### src/rtl/cpu_pkg.sv
// Shared CPU definitions used by the EX-stage iterative divider.
// Holds the operand width, divider state encoding and divide-by-zero quotient values.
package cpu_pkg;

  localparam int DIV_WIDTH = 32;

  typedef enum logic [1:0] {
    IDLE = 2'd0,
    CALC = 2'd1,
    DONE = 2'd2
  } div_state_t;

  // Quotient returned for x/0: all ones unless a signed dividend is negative.
  localparam logic signed [DIV_WIDTH-1:0] DIVZ_Q_POS = '1;
  localparam logic        [DIV_WIDTH-1:0] DIVZ_Q_NEG = DIV_WIDTH'(1);

endpackage

### src/rtl/iter_divider_if.sv
// Divide request/response bundle: two independent operand valid/ready channels
// plus a result that is only a valid pulse (no ready, the consumer must sample it).
interface iter_divider_if
  import cpu_pkg::*;
#(
  parameter int WIDTH = DIV_WIDTH
);

  logic [WIDTH-1:0]   s_axis_dividend_tdata;
  logic               s_axis_dividend_tvalid;
  logic               s_axis_dividend_tready;
  logic [WIDTH-1:0]   s_axis_divisor_tdata;
  logic               s_axis_divisor_tvalid;
  logic               s_axis_divisor_tready;
  logic [2*WIDTH-1:0] m_axis_dout_tdata;
  logic               m_axis_dout_tvalid;

  modport master (
    output s_axis_dividend_tdata,
    output s_axis_dividend_tvalid,
    input  s_axis_dividend_tready,
    output s_axis_divisor_tdata,
    output s_axis_divisor_tvalid,
    input  s_axis_divisor_tready,
    input  m_axis_dout_tdata,
    input  m_axis_dout_tvalid
  );

  modport slave (
    input  s_axis_dividend_tdata,
    input  s_axis_dividend_tvalid,
    output s_axis_dividend_tready,
    input  s_axis_divisor_tdata,
    input  s_axis_divisor_tvalid,
    output s_axis_divisor_tready,
    output m_axis_dout_tdata,
    output m_axis_dout_tvalid
  );

endinterface

### src/rtl/div_abs_sign.sv
// Combinational magnitude/sign helper: in abs_mode it strips the operand sign,
// otherwise it negates din when neg_in is set (used to re-sign the results).
module div_abs_sign #(
  parameter int WIDTH  = 32,
  parameter bit SIGNED = 1'b1
) (
  input  logic [WIDTH-1:0] din,
  input  logic             abs_mode,
  input  logic             neg_in,
  output logic             sgn,
  output logic [WIDTH-1:0] dout
);

  logic neg;

  always_comb begin
    sgn  = SIGNED ? din[WIDTH-1] : 1'b0;
    neg  = abs_mode ? sgn : neg_in;
    dout = neg ? (~din + WIDTH'(1)) : din;
  end

endmodule

### src/rtl/iter_divider.sv
// Restoring shift-subtract divider, one quotient bit per cycle; result pulses WIDTH+1
// cycles after the second operand is taken. Both operand readys stay low until the op retires.
module iter_divider
  import cpu_pkg::*;
#(
  parameter int WIDTH  = DIV_WIDTH,
  parameter bit SIGNED = 1'b1
) (
  input  logic          clk,
  input  logic          resetn,
  iter_divider_if.slave div_bus
);

  localparam int            CW       = $clog2(WIDTH);
  localparam logic [CW-1:0] CNT_LAST = CW'(WIDTH - 1);

  div_state_t state;

  logic             dvd_full, dvs_full;
  logic [WIDTH-1:0] dvd_hold, dvs_hold;
  logic             dvd_rdy, dvs_rdy, dvd_acc, dvs_acc, start;
  logic [WIDTH-1:0] dvd_cur, dvs_cur;
  logic [WIDTH-1:0] a_mag, b_mag;
  logic             a_sgn, b_sgn;

  logic [WIDTH-1:0] a_sh, b_reg, q, rem;
  logic [CW-1:0]    cnt;
  logic             qneg, rneg, divz;

  logic [WIDTH:0]   rem_sh;
  logic             q_bit;
  logic [WIDTH-1:0] rem_nxt;

  logic [WIDTH-1:0] q_res, r_res, q_out;
  logic             q_sgn_unused, r_sgn_unused;

  logic [2*WIDTH-1:0] dout_tdata;
  logic               dout_tvalid;

  assign dvd_rdy = !dvd_full && (state == IDLE);
  assign dvs_rdy = !dvs_full && (state == IDLE);
  assign dvd_acc = div_bus.s_axis_dividend_tvalid && dvd_rdy;
  assign dvs_acc = div_bus.s_axis_divisor_tvalid && dvs_rdy;

  // Start on the edge where the last missing operand lands (or both land together).
  assign start = (state == IDLE) && (dvd_acc || dvs_acc) &&
                 (dvd_full || dvd_acc) && (dvs_full || dvs_acc);

  assign dvd_cur = dvd_acc ? div_bus.s_axis_dividend_tdata : dvd_hold;
  assign dvs_cur = dvs_acc ? div_bus.s_axis_divisor_tdata  : dvs_hold;

  div_abs_sign #(.WIDTH(WIDTH), .SIGNED(SIGNED)) u_abs_a (
    .din      (dvd_cur),
    .abs_mode (1'b1),
    .neg_in   (1'b0),
    .sgn      (a_sgn),
    .dout     (a_mag)
  );

  div_abs_sign #(.WIDTH(WIDTH), .SIGNED(SIGNED)) u_abs_b (
    .din      (dvs_cur),
    .abs_mode (1'b1),
    .neg_in   (1'b0),
    .sgn      (b_sgn),
    .dout     (b_mag)
  );

  // The partial remainder stays below |b|, so the W-bit difference is exact.
  assign rem_sh  = {rem, a_sh[WIDTH-1]};
  assign q_bit   = (rem_sh >= {1'b0, b_reg});
  assign rem_nxt = q_bit ? (rem_sh[WIDTH-1:0] - b_reg) : rem_sh[WIDTH-1:0];

  div_abs_sign #(.WIDTH(WIDTH), .SIGNED(SIGNED)) u_neg_q (
    .din      (q),
    .abs_mode (1'b0),
    .neg_in   (qneg),
    .sgn      (q_sgn_unused),
    .dout     (q_res)
  );

  div_abs_sign #(.WIDTH(WIDTH), .SIGNED(SIGNED)) u_neg_r (
    .din      (rem),
    .abs_mode (1'b0),
    .neg_in   (rneg),
    .sgn      (r_sgn_unused),
    .dout     (r_res)
  );

  assign q_out = divz ? (rneg ? WIDTH'(DIVZ_Q_NEG) : WIDTH'(DIVZ_Q_POS)) : q_res;

  always_ff @(posedge clk or negedge resetn) begin
    if (!resetn) begin
      dvd_full <= 1'b0;
      dvs_full <= 1'b0;
      dvd_hold <= '0;
      dvs_hold <= '0;
    end else if (state == DONE) begin
      dvd_full <= 1'b0;
      dvs_full <= 1'b0;
    end else begin
      if (dvd_acc) begin
        dvd_full <= 1'b1;
        dvd_hold <= div_bus.s_axis_dividend_tdata;
      end
      if (dvs_acc) begin
        dvs_full <= 1'b1;
        dvs_hold <= div_bus.s_axis_divisor_tdata;
      end
    end
  end

  always_ff @(posedge clk or negedge resetn) begin
    if (!resetn) begin
      state <= IDLE;
      a_sh  <= '0;
      b_reg <= '0;
      q     <= '0;
      rem   <= '0;
      cnt   <= '0;
      qneg  <= 1'b0;
      rneg  <= 1'b0;
      divz  <= 1'b0;
    end else begin
      case (state)
        IDLE: begin
          if (start) begin
            state <= CALC;
            a_sh  <= a_mag;
            b_reg <= b_mag;
            q     <= '0;
            rem   <= '0;
            cnt   <= '0;
            qneg  <= a_sgn ^ b_sgn;
            rneg  <= a_sgn;
            divz  <= (b_mag == '0);
          end
        end
        CALC: begin
          a_sh <= a_sh << 1;
          rem  <= rem_nxt;
          q    <= {q[WIDTH-2:0], q_bit};
          cnt  <= cnt + 1'b1;
          if (cnt == CNT_LAST) state <= DONE;
        end
        DONE:    state <= IDLE;
        default: state <= IDLE;
      endcase
    end
  end

  // Result register holds across ops; only a new DONE or reset changes it.
  always_ff @(posedge clk or negedge resetn) begin
    if (!resetn) begin
      dout_tdata  <= '0;
      dout_tvalid <= 1'b0;
    end else begin
      dout_tvalid <= (state == DONE);
      if (state == DONE) dout_tdata <= {q_out, r_res};
    end
  end

  assign div_bus.s_axis_dividend_tready = dvd_rdy;
  assign div_bus.s_axis_divisor_tready  = dvs_rdy;
  assign div_bus.m_axis_dout_tdata      = dout_tdata;
  assign div_bus.m_axis_dout_tvalid     = dout_tvalid;

endmodule

### src/flat_wrapper.sv
// flat-port wrapper written by rule: the top's interface ports become plain ports
module iter_divider_flat import cpu_pkg::*;
#(
  parameter int WIDTH  = DIV_WIDTH,
  parameter bit SIGNED = 1'b1
)
  (clk, resetn, div_bus_s_axis_dividend_tdata, div_bus_s_axis_dividend_tvalid, div_bus_s_axis_dividend_tready, div_bus_s_axis_divisor_tdata, div_bus_s_axis_divisor_tvalid, div_bus_s_axis_divisor_tready, div_bus_m_axis_dout_tdata, div_bus_m_axis_dout_tvalid);
  iter_divider_if #(.WIDTH(WIDTH)) div_bus_i ();
  input  logic clk;
  input  logic resetn;
  input wire logic [$bits(div_bus_i.s_axis_dividend_tdata)-1:0] div_bus_s_axis_dividend_tdata;
  input wire logic [$bits(div_bus_i.s_axis_dividend_tvalid)-1:0] div_bus_s_axis_dividend_tvalid;
  output wire logic [$bits(div_bus_i.s_axis_dividend_tready)-1:0] div_bus_s_axis_dividend_tready;
  input wire logic [$bits(div_bus_i.s_axis_divisor_tdata)-1:0] div_bus_s_axis_divisor_tdata;
  input wire logic [$bits(div_bus_i.s_axis_divisor_tvalid)-1:0] div_bus_s_axis_divisor_tvalid;
  output wire logic [$bits(div_bus_i.s_axis_divisor_tready)-1:0] div_bus_s_axis_divisor_tready;
  output wire logic [$bits(div_bus_i.m_axis_dout_tdata)-1:0] div_bus_m_axis_dout_tdata;
  output wire logic [$bits(div_bus_i.m_axis_dout_tvalid)-1:0] div_bus_m_axis_dout_tvalid;
  assign div_bus_i.s_axis_dividend_tdata = div_bus_s_axis_dividend_tdata;
  assign div_bus_i.s_axis_dividend_tvalid = div_bus_s_axis_dividend_tvalid;
  assign div_bus_s_axis_dividend_tready = div_bus_i.s_axis_dividend_tready;
  assign div_bus_i.s_axis_divisor_tdata = div_bus_s_axis_divisor_tdata;
  assign div_bus_i.s_axis_divisor_tvalid = div_bus_s_axis_divisor_tvalid;
  assign div_bus_s_axis_divisor_tready = div_bus_i.s_axis_divisor_tready;
  assign div_bus_m_axis_dout_tdata = div_bus_i.m_axis_dout_tdata;
  assign div_bus_m_axis_dout_tvalid = div_bus_i.m_axis_dout_tvalid;
  iter_divider #(.WIDTH(WIDTH), .SIGNED(SIGNED)) u_core (.clk(clk), .resetn(resetn), .div_bus(div_bus_i));
endmodule
### config.mk
export PLATFORM = sky130hd
export DESIGN_NAME = iter_divider_flat
export DESIGN_NICKNAME = d
export VERILOG_FILES = /design/src/rtl/cpu_pkg.sv /design/src/rtl/iter_divider_if.sv /design/src/rtl/div_abs_sign.sv /design/src/rtl/iter_divider.sv /design/src/flat_wrapper.sv
export SDC_FILE = /design/constraint.sdc
export NUM_CORES = 1
export LEC_CHECK = 0
export CORE_MARGIN = 2
export CORE_UTILIZATION = 50
export DETAILED_ROUTE_END_ITERATION = 6
export PLACE_DENSITY = 0.79
export SLEW_MARGIN = 25
export SYNTH_ARGS = -nofsm -noshare
export SYNTH_HDL_FRONTEND = slang
export SYNTH_SLANG_ARGS = --single-unit
export TNS_END_PERCENT = 50
### constraint.sdc
create_clock -name clk -period 4.1 [get_ports clk]
set_clock_uncertainty 0.1 [all_clocks]
set_input_delay 0.41 -clock clk [delete_from_list [all_inputs] [get_ports clk]]
set_output_delay 0.41 -clock clk [all_outputs]
set_load 0.02 [all_outputs]
==> results of run 1 <==
[per-layer routing]
layer	up-vias	global-route usage	part of all wire	routed length [µm]
met5	-	0	0	0
met4	0	0.0677	0.025	985
met3	72	0.0293	0.055	2160
met2	441	0.379	0.46	18000
met1	6492	0.345	0.46	18100
li1	6525	-	-	-
[cell type report]
cell class                 count  area [µm²]
tap                          396         495
fill                        2619       12200
sequential                   269        6730
timing repair buffer         170        1670
multi-input combinational   1339        8220
inverter                      88         330
clock buffer                  36         812
clock inverter                18         211
[worst max-delay path, cell delays in order, from the launching register on]
cell                       delay [ns]
sky130_fd_sc_hd__dfrtp_1         0.48
sky130_fd_sc_hd__ha_1            0.44
sky130_fd_sc_hd__a21o_1          0.26
sky130_fd_sc_hd__o21bai_1        0.18
sky130_fd_sc_hd__a311o_1         0.39
sky130_fd_sc_hd__o211ai_1        0.27
sky130_fd_sc_hd__nand3_1         0.23
sky130_fd_sc_hd__a21oi_1         0.22
sky130_fd_sc_hd__or2_2           0.36
sky130_fd_sc_hd__buf_12          0.23
sky130_fd_sc_hd__mux2i_1         0.28
sky130_fd_sc_hd__o21ai_0         0.14
[cell families (layout without fill, tap and decap cells)]
family          after synthesis  after routing  share of synthesized area
compound gates              512            512                      0.194
xor+xnor                    141            141                     0.0792
fa+ha+maj                    40             40                     0.0326
buf+inv                     183            312                     0.0459
flops                       269            269                      0.432
mux                          72             72                     0.0475
simple gates                574            574                      0.169
[power by group]
part	internal [W]	leakage, nW	total, W	switching, W
Clock	0.00166	0.499	0.00278	0.00112
Sequential	0.00371	3.17	0.00472	0.00101
Combinational	0.00363	4.26	0.00850	0.00488
Total	0.00899	7.93	0.0160	0.00701
[Yosys cell counts, types with 14 or more instances]
cell	n	share of area
sky130_fd_sc_hd__a21oi_1	75	0.024
sky130_fd_sc_hd__a22oi_1	31	0.015
sky130_fd_sc_hd__clkbuf_1	76	0.018
sky130_fd_sc_hd__dfrtp_1	269	0.43
sky130_fd_sc_hd__ha_1	39	0.031
sky130_fd_sc_hd__inv_1	85	0.020
sky130_fd_sc_hd__mux2_2	16	0.012
sky130_fd_sc_hd__mux2i_1	56	0.036
sky130_fd_sc_hd__nand2_1	296	0.071
sky130_fd_sc_hd__nand3_1	27	0.0087
sky130_fd_sc_hd__nor2_1	70	0.017
sky130_fd_sc_hd__nor3_1	61	0.020
sky130_fd_sc_hd__nor4_1	19	0.0076
sky130_fd_sc_hd__o21ai_0	276	0.089
sky130_fd_sc_hd__o31ai_1	28	0.013
sky130_fd_sc_hd__or3_1	19	0.0076
sky130_fd_sc_hd__or4_1	14	0.0067
sky130_fd_sc_hd__xnor2_1	96	0.054
sky130_fd_sc_hd__xor2_1	45	0.025
[final timing paths]
check                                               startpoint                                  end  slack, ns  cells after the start
min in group asynchronous                               resetn  u_core.div_bus.m_axis_dout_tdata[0]       0.41                      2
max in group asynchronous                               resetn                  u_core.dvd_hold[26]       2.43                      3
min reg2reg                u_core.div_bus.m_axis_dout_tdata[4]  u_core.div_bus.m_axis_dout_tdata[4]       0.38                      2
max reg2reg                                      u_core.rem[7]                       u_core.rem[15]       0.36                     11
max                                              u_core.rem[7]                       u_core.rem[15]       0.36                     11
min                        u_core.div_bus.m_axis_dout_tdata[4]  u_core.div_bus.m_axis_dout_tdata[4]       0.38                      2
[placed cells by master, fill, tap and decap left out, drive strengths merged, types with 11 or more instances in the layout]
| cell | instances |
|---|---|
| nand2 | 297 |
| o21ai | 277 |
| dfrtp | 269 |
| clkdlybuf4s50 | 133 |
| xnor2 | 96 |
| inv | 88 |
| a21oi | 75 |
| nor2 | 70 |
| nor3 | 61 |
| mux2i | 56 |
| xor2 | 45 |
| ha | 39 |
| buf | 36 |
| clkbuf | 36 |
| a22oi | 32 |
| o31ai | 28 |
| nand3 | 27 |
| nor4 | 19 |
| or3 | 19 |
| mux2 | 16 |
| or4 | 15 |
| nand4 | 13 |
| a21o | 13 |
| and3 | 12 |
| a31oi | 12 |
| o41ai | 12 |
| and2 | 11 |
[through the flow]
step                hold WS (ns)  area (µm²)  power, W
CTS                        0.384       18500    0.0159
detailed placement         0.370       17400    0.0131
floorplan                 0.0144       15600    0.0108
global placement           0.360       17400    0.0128
finish                     0.377       18500    0.0160
global route               0.407       18500    0.0172
==> reports/metrics.cfg, run 1 <==
[synthesis]
asyncSetResetFlopFracSynth = 1.00
post_synth_instance_area_mm2 = 0.0156
ys_ff_latch = 269
most_instantiated_flip_flop_cell_in_the_synthesis_netlist = sky130_fd_sc_hd__dfrtp_1
postSynthCellCount = 1791
yosys_warnings = 0
mean_instance_size_in_the_synthesized_netlist_um2 = 8.71
synth_enable_flop_cells = 0
synth.net_count = 1899
ys_seq_area_frac = 0.432
ys_types = 71

[grt]
grt_use_total = 0.239
antenna_found_initial = 0
global_route.overflow_total = 0
grt_start_max_net_pins = 123
first_pass_grt_wire_length_mm = 65.7
first_global_vias = 13000

[cells_and_area]
layout.nets = 2005
antenna_cells_inserted = 0
drive_above_1_share = 0.0682
final_util = 0.602
finish.cell_count_without_fillers = 2316
number_of_flip_flops_under_the_largest_register_name = 64
layout-area-overhead-vs-synth_pct = 18.4

[sta]
achievable_frequency_ghz = 0.267
max_slew_margin = 0.378
postLayoutSetupSlackWorst_ns = 0.355
final.setup.tns_ns = 0
rsz0062_at_grt = false
final-hold-violation-count = 0
timing.final.crit_period_ns = 3.74
worst_slew_pin_slew_ns = 0.933
total_count_of_max_transition_violations_in_the_final_report = 0
setup_viol = 0
post-route-period-util = 0.913

[cts]
clk_root_buffer_cell = sky130_fd_sc_hd__clkbuf_16
h-tree-depth = 1
clock_path_buffers = 3
cts_setup_buffers = 0
number_of_hold_buffers_added_after_cts = 1
cts_buffers = 29
clkSinkCount = 269
clk_latency_ns = 0.56
postCtsResizedCells = 0
clk_transition_reported_paths_ns = 0.07
cts_tree = yes

[placed_design]
placed_cells = 2261
place_congestion = 0.926
detailed_place_hpwl_mm = 27.6
port_buffer_cells = 134
dp_slack_ns = 0.0972

[floorplan]
core_area_mm2 = 0.0307
die_height_um = 181
fp-row-count = 64
floorplan.io_pins = 135
initial_utilization = 0.508
die_width_um = 181
floorplan.die_area_mm2 = 0.0326

[setup_path]
crit_path_category = reg -> reg
critPathMaxFanout = 23
timing.critical_path.to_type = register
cp_data_required_time_ns = 4.40
setup.worst_path.start_class = register
timing.critical_path.arrival_ns = 4.04

[power]
p_leak_nw = 7.93
p_per_area_mw_per_mm2 = 867
power.ir.vdd_worst_mv = 0.501

[detailed_routing]
vias = 13500
remaining_drc_errors = 0
routed_wirelength_mm = 39.3
ant_nets = 0
first_pass_iters = 5
post_drt_wl_per_cell_um = 17.0
vias_per_cell = 5.84
first_iter_violations = 1256

[min_path]
hold_path.class = reg -> reg

[run_status]
run_status = complete, no violations

[flow_run]
cap_viol_max_count = 0

Note: power is estimated with default switching activity, not from simulation.
==> run 2: changes to the inputs <==
Settings changed: CORE_MARGIN 2 to not set.
==> run 2 against run 1 <==
Worst setup slack better by 0.042 ns. Maximum frequency is 1.1% higher. Utilization is 0.20 points lower. Non-clock buffer count is 1 higher. Die area is 2.2% lower.
==> reports/metrics.cfg, run 2 (same netlist as run 1, synthesis figures left out) <==
[setup_path]
cpPeakStageDelay_ns = 0.54  ; +0.06 ns
timing.critical_path.arrival_ns = 4.00  ; -0.04 ns
critical_path.n_buffers_inverters = 2  ; +1
ff_to_ff_path_depth = 12  ; +1
path_depth = 12  ; +1
cpMostUsedCell = sky130_fd_sc_hd__buf_4
critical_path.cell_chain = buf_4 > nor4b_2 > mux2i_1 > ha_1 > a21boi_0 > buf_4 > nor3b_1 > nand3_1 > nor2_1 > a21oi_1 > xnor2_1 > o21ai_0
rr_endpoint = u_core.a_sh[30]
critPathMaxFanout = 8  ; -65%
reg2reg_slack_ns = 0.40  ; +0.04 ns
crit_path_category = reg -> reg
critical_path.top_delay_family = simple AND/OR/NAND/NOR gates
cp_data_required_time_ns = 4.39  ; about the same
worst_path_max_delay_cell = sky130_fd_sc_hd__nor4b_2
timing.critical_path.to_type = register
setup.worst_path.start_class = register
timing.rr.start = u_core.state[1]

[placed_design]
port_buffer_cells = 134  ; unchanged
place_congestion = 0.917  ; -1.0%
detailed_place_hpwl_mm = 27.9  ; +1.0%
placed_cells = 2262  ; +0.044%
dp_slack_ns = 0.0613  ; -0.0359 ns
place_area_mm2 = 0.0174  ; about the same

[detailed_routing]
first_pass_iters = 5  ; unchanged
vias_per_cell = 5.85  ; about the same
remaining_drc_errors = 0  ; unchanged
post_drt_wl_per_cell_um = 16.8  ; -0.89%
vias = 13500  ; +0.074%
first_iter_violations = 1208  ; -3.8%
ant_nets = 0  ; unchanged
routed_wirelength_mm = 38.9  ; -0.89%

[floorplan]
floorplan.die_area_mm2 = 0.0319  ; -2.2%
initial_utilization = 0.508  ; unchanged
die_width_um = 179  ; -1.1%
core_area_mm2 = 0.0307  ; unchanged
floorplan.io_pins = 135  ; unchanged
die_height_um = 179  ; -1.1%
fp-row-count = 64  ; unchanged

[min_path]
min_from = u_core.div_bus.m_axis_dout_tdata[29]
min_to = u_core.div_bus.m_axis_dout_tdata[29]
hold_depth = 2  ; unchanged
hold_path.class = reg -> reg

[cells_and_area]
number_of_flip_flops_under_the_largest_register_name = 64  ; unchanged
finish.cell_count_without_fillers = 2316  ; unchanged
layout.cells.most_common = sky130_fd_sc_hd__nand2_1
antenna_cells_inserted = 0  ; unchanged
drive_above_1_share = 0.0651  ; -0.00312
layout.nets = 2006  ; +0.050%
final_cell_area_mm2 = 0.0184  ; -0.33%
mostFrequentLayoutCells = sky130_fd_sc_hd__nand2_1 (294), sky130_fd_sc_hd__o21ai_0 (275), sky130_fd_sc_hd__dfrtp_1 (269)
layout-area-overhead-vs-synth_pct = 18.1

[power]
total_power_w = 0.0158  ; -1.1%
power.ir.vdd_worst_mv = 0.421  ; -16%
p_per_area_mw_per_mm2 = 860  ; -0.75%
p_leak_nw = 7.92  ; about the same

[cts]
clk_root_buffer_cell = sky130_fd_sc_hd__clkbuf_16
clock_path_buffers = 3  ; unchanged
clk_transition_reported_paths_ns = 0.06  ; about the same
cts_tree = yes
clk_latency_ns = 0.55  ; about the same
postCtsResizedCells = 0  ; unchanged
cts_buffers = 29  ; unchanged
clkSinkCount = 269  ; unchanged
h-tree-depth = 1  ; unchanged

[grt]
antenna_found_initial = 0  ; unchanged
grt_use_total = 0.249  ; +0.0103
global_route.overflow_total = 0  ; unchanged
grt_start_max_net_pins = 92  ; -25%
first_global_vias = 12800  ; -1.4%
first_pass_grt_wire_length_mm = 64.6  ; -1.7%

[sta]
post-route-period-util = 0.903  ; -0.0102
total_count_of_max_transition_violations_in_the_final_report = 0  ; unchanged
worst_slew_pin_slew_ns = 0.959  ; +0.0266 ns
final-hold-violation-count = 0  ; unchanged
setup_viol = 0  ; unchanged
achievable_frequency_ghz = 0.270  ; +1.1%
max_slew_margin = 0.360  ; -0.0177
postLayoutSetupSlackWorst_ns = 0.397  ; +0.0416 ns
final.setup.tns_ns = 0  ; unchanged
rsz0062_at_grt = false
timing.final.crit_period_ns = 3.70  ; -0.0416 ns

[run_status]
run_status = complete, no violations

[flow_run]
cap_viol_max_count = 0  ; unchanged

[run 2: cell count changes in the layout (fill, tap and decap cells not counted)]
cell	previous run	this run
sky130_fd_sc_hd__clkinv_2	7	5
sky130_fd_sc_hd__clkinvlp_4	4	2
sky130_fd_sc_hd__buf_4	31	33
sky130_fd_sc_hd__buf_12	4	3
sky130_fd_sc_hd__clkinv_4	1	0
sky130_fd_sc_hd__nand2_8	1	0
sky130_fd_sc_hd__bufinv_16	4	3
sky130_fd_sc_hd__dfrtp_2	1	0
sky130_fd_sc_hd__clkbuf_1	1	6
sky130_fd_sc_hd__nand2_4	0	1
sky130_fd_sc_hd__dfrtp_1	268	269
[run 2: worst register-to-register path: cells and delay by family, from the launching register on]
family | cells | cell delay [ns]
fa+ha+maj | 1 | 0.27
xor+xnor | 1 | 0.15
flops | 1 | 0.38
buf+inv | 2 | 0.33
mux | 1 | 0.35
simple gates | 4 | 1.55
compound gates | 3 | 0.42
[run 2: what timing repair did]
action / in CTS / in global routing
hold buffers: 1 / 0
buffers inserted: 0 / 0
setup endpoints to repair: 0 / 0
endpoints found under the hold margin: 87 / 0
[run 2: layout make-up]
| cell class | instances | area, µm² |
|---|---|---|
| Inverter | 88 | 330 |
| Multi-Input combinational cell | 1339 | 8210 |
| Clock inverter | 12 | 148 |
| Tap cell | 396 | 495 |
| Clock buffer | 41 | 831 |
| Sequential cell | 269 | 6730 |
| Fill cell | 2638 | 12300 |
| Timing Repair Buffer | 171 | 1660 |
[run 2: worst max-delay path by stage]
stage                                              from               to  slack [ns]
after detailed placement  div_bus_s_axis_divisor_tvalid      u_core.divz        0.06
after floorplan                         u_core.state[1]      u_core.divz        0.02
final                                   u_core.state[1]  u_core.a_sh[30]        0.40
after CTS                               u_core.state[1]  u_core.a_sh[30]        0.44
after global routing                    u_core.state[1]  u_core.a_sh[30]        0.11
after global placement    div_bus_s_axis_divisor_tvalid      u_core.divz        0.15
[run 2: routing by layer]
metal | vias to the layer above | GRT usage | wire length, µm
li1 | 6525 | - | -
met1 | 6540 | 0.359 | 18000
met2 | 410 | 0.393 | 17800
met3 | 65 | 0.0322 | 2190
met4 | 0 | 0.0674 | 928
met5 | - | 0 | 0
[run 2: metrics by stage]
step / utilization / hold WS (ns)
global route: 0.600 / 0.405
global placement: 0.568 / 0.361
finish: 0.600 / 0.375
CTS: 0.600 / 0.382
detailed placement: 0.568 / 0.369
floorplan: - / 0.0144
[run 2: report_power, final]
| part | internal [W] | leakage [nW] | switching [W] |
|---|---|---|---|
| clock network | 0.00160 | 0.479 | 0.00108 |
| registers | 0.00371 | 3.17 | 0.00103 |
| logic | 0.00362 | 4.27 | 0.00480 |
==> run 3: changes to the inputs <==
Settings changed: CTS_CLUSTER_SIZE set to 28.
==> results of run 3 <==
Same layout as run 2: the final DEF is identical, and so are final timing and power.
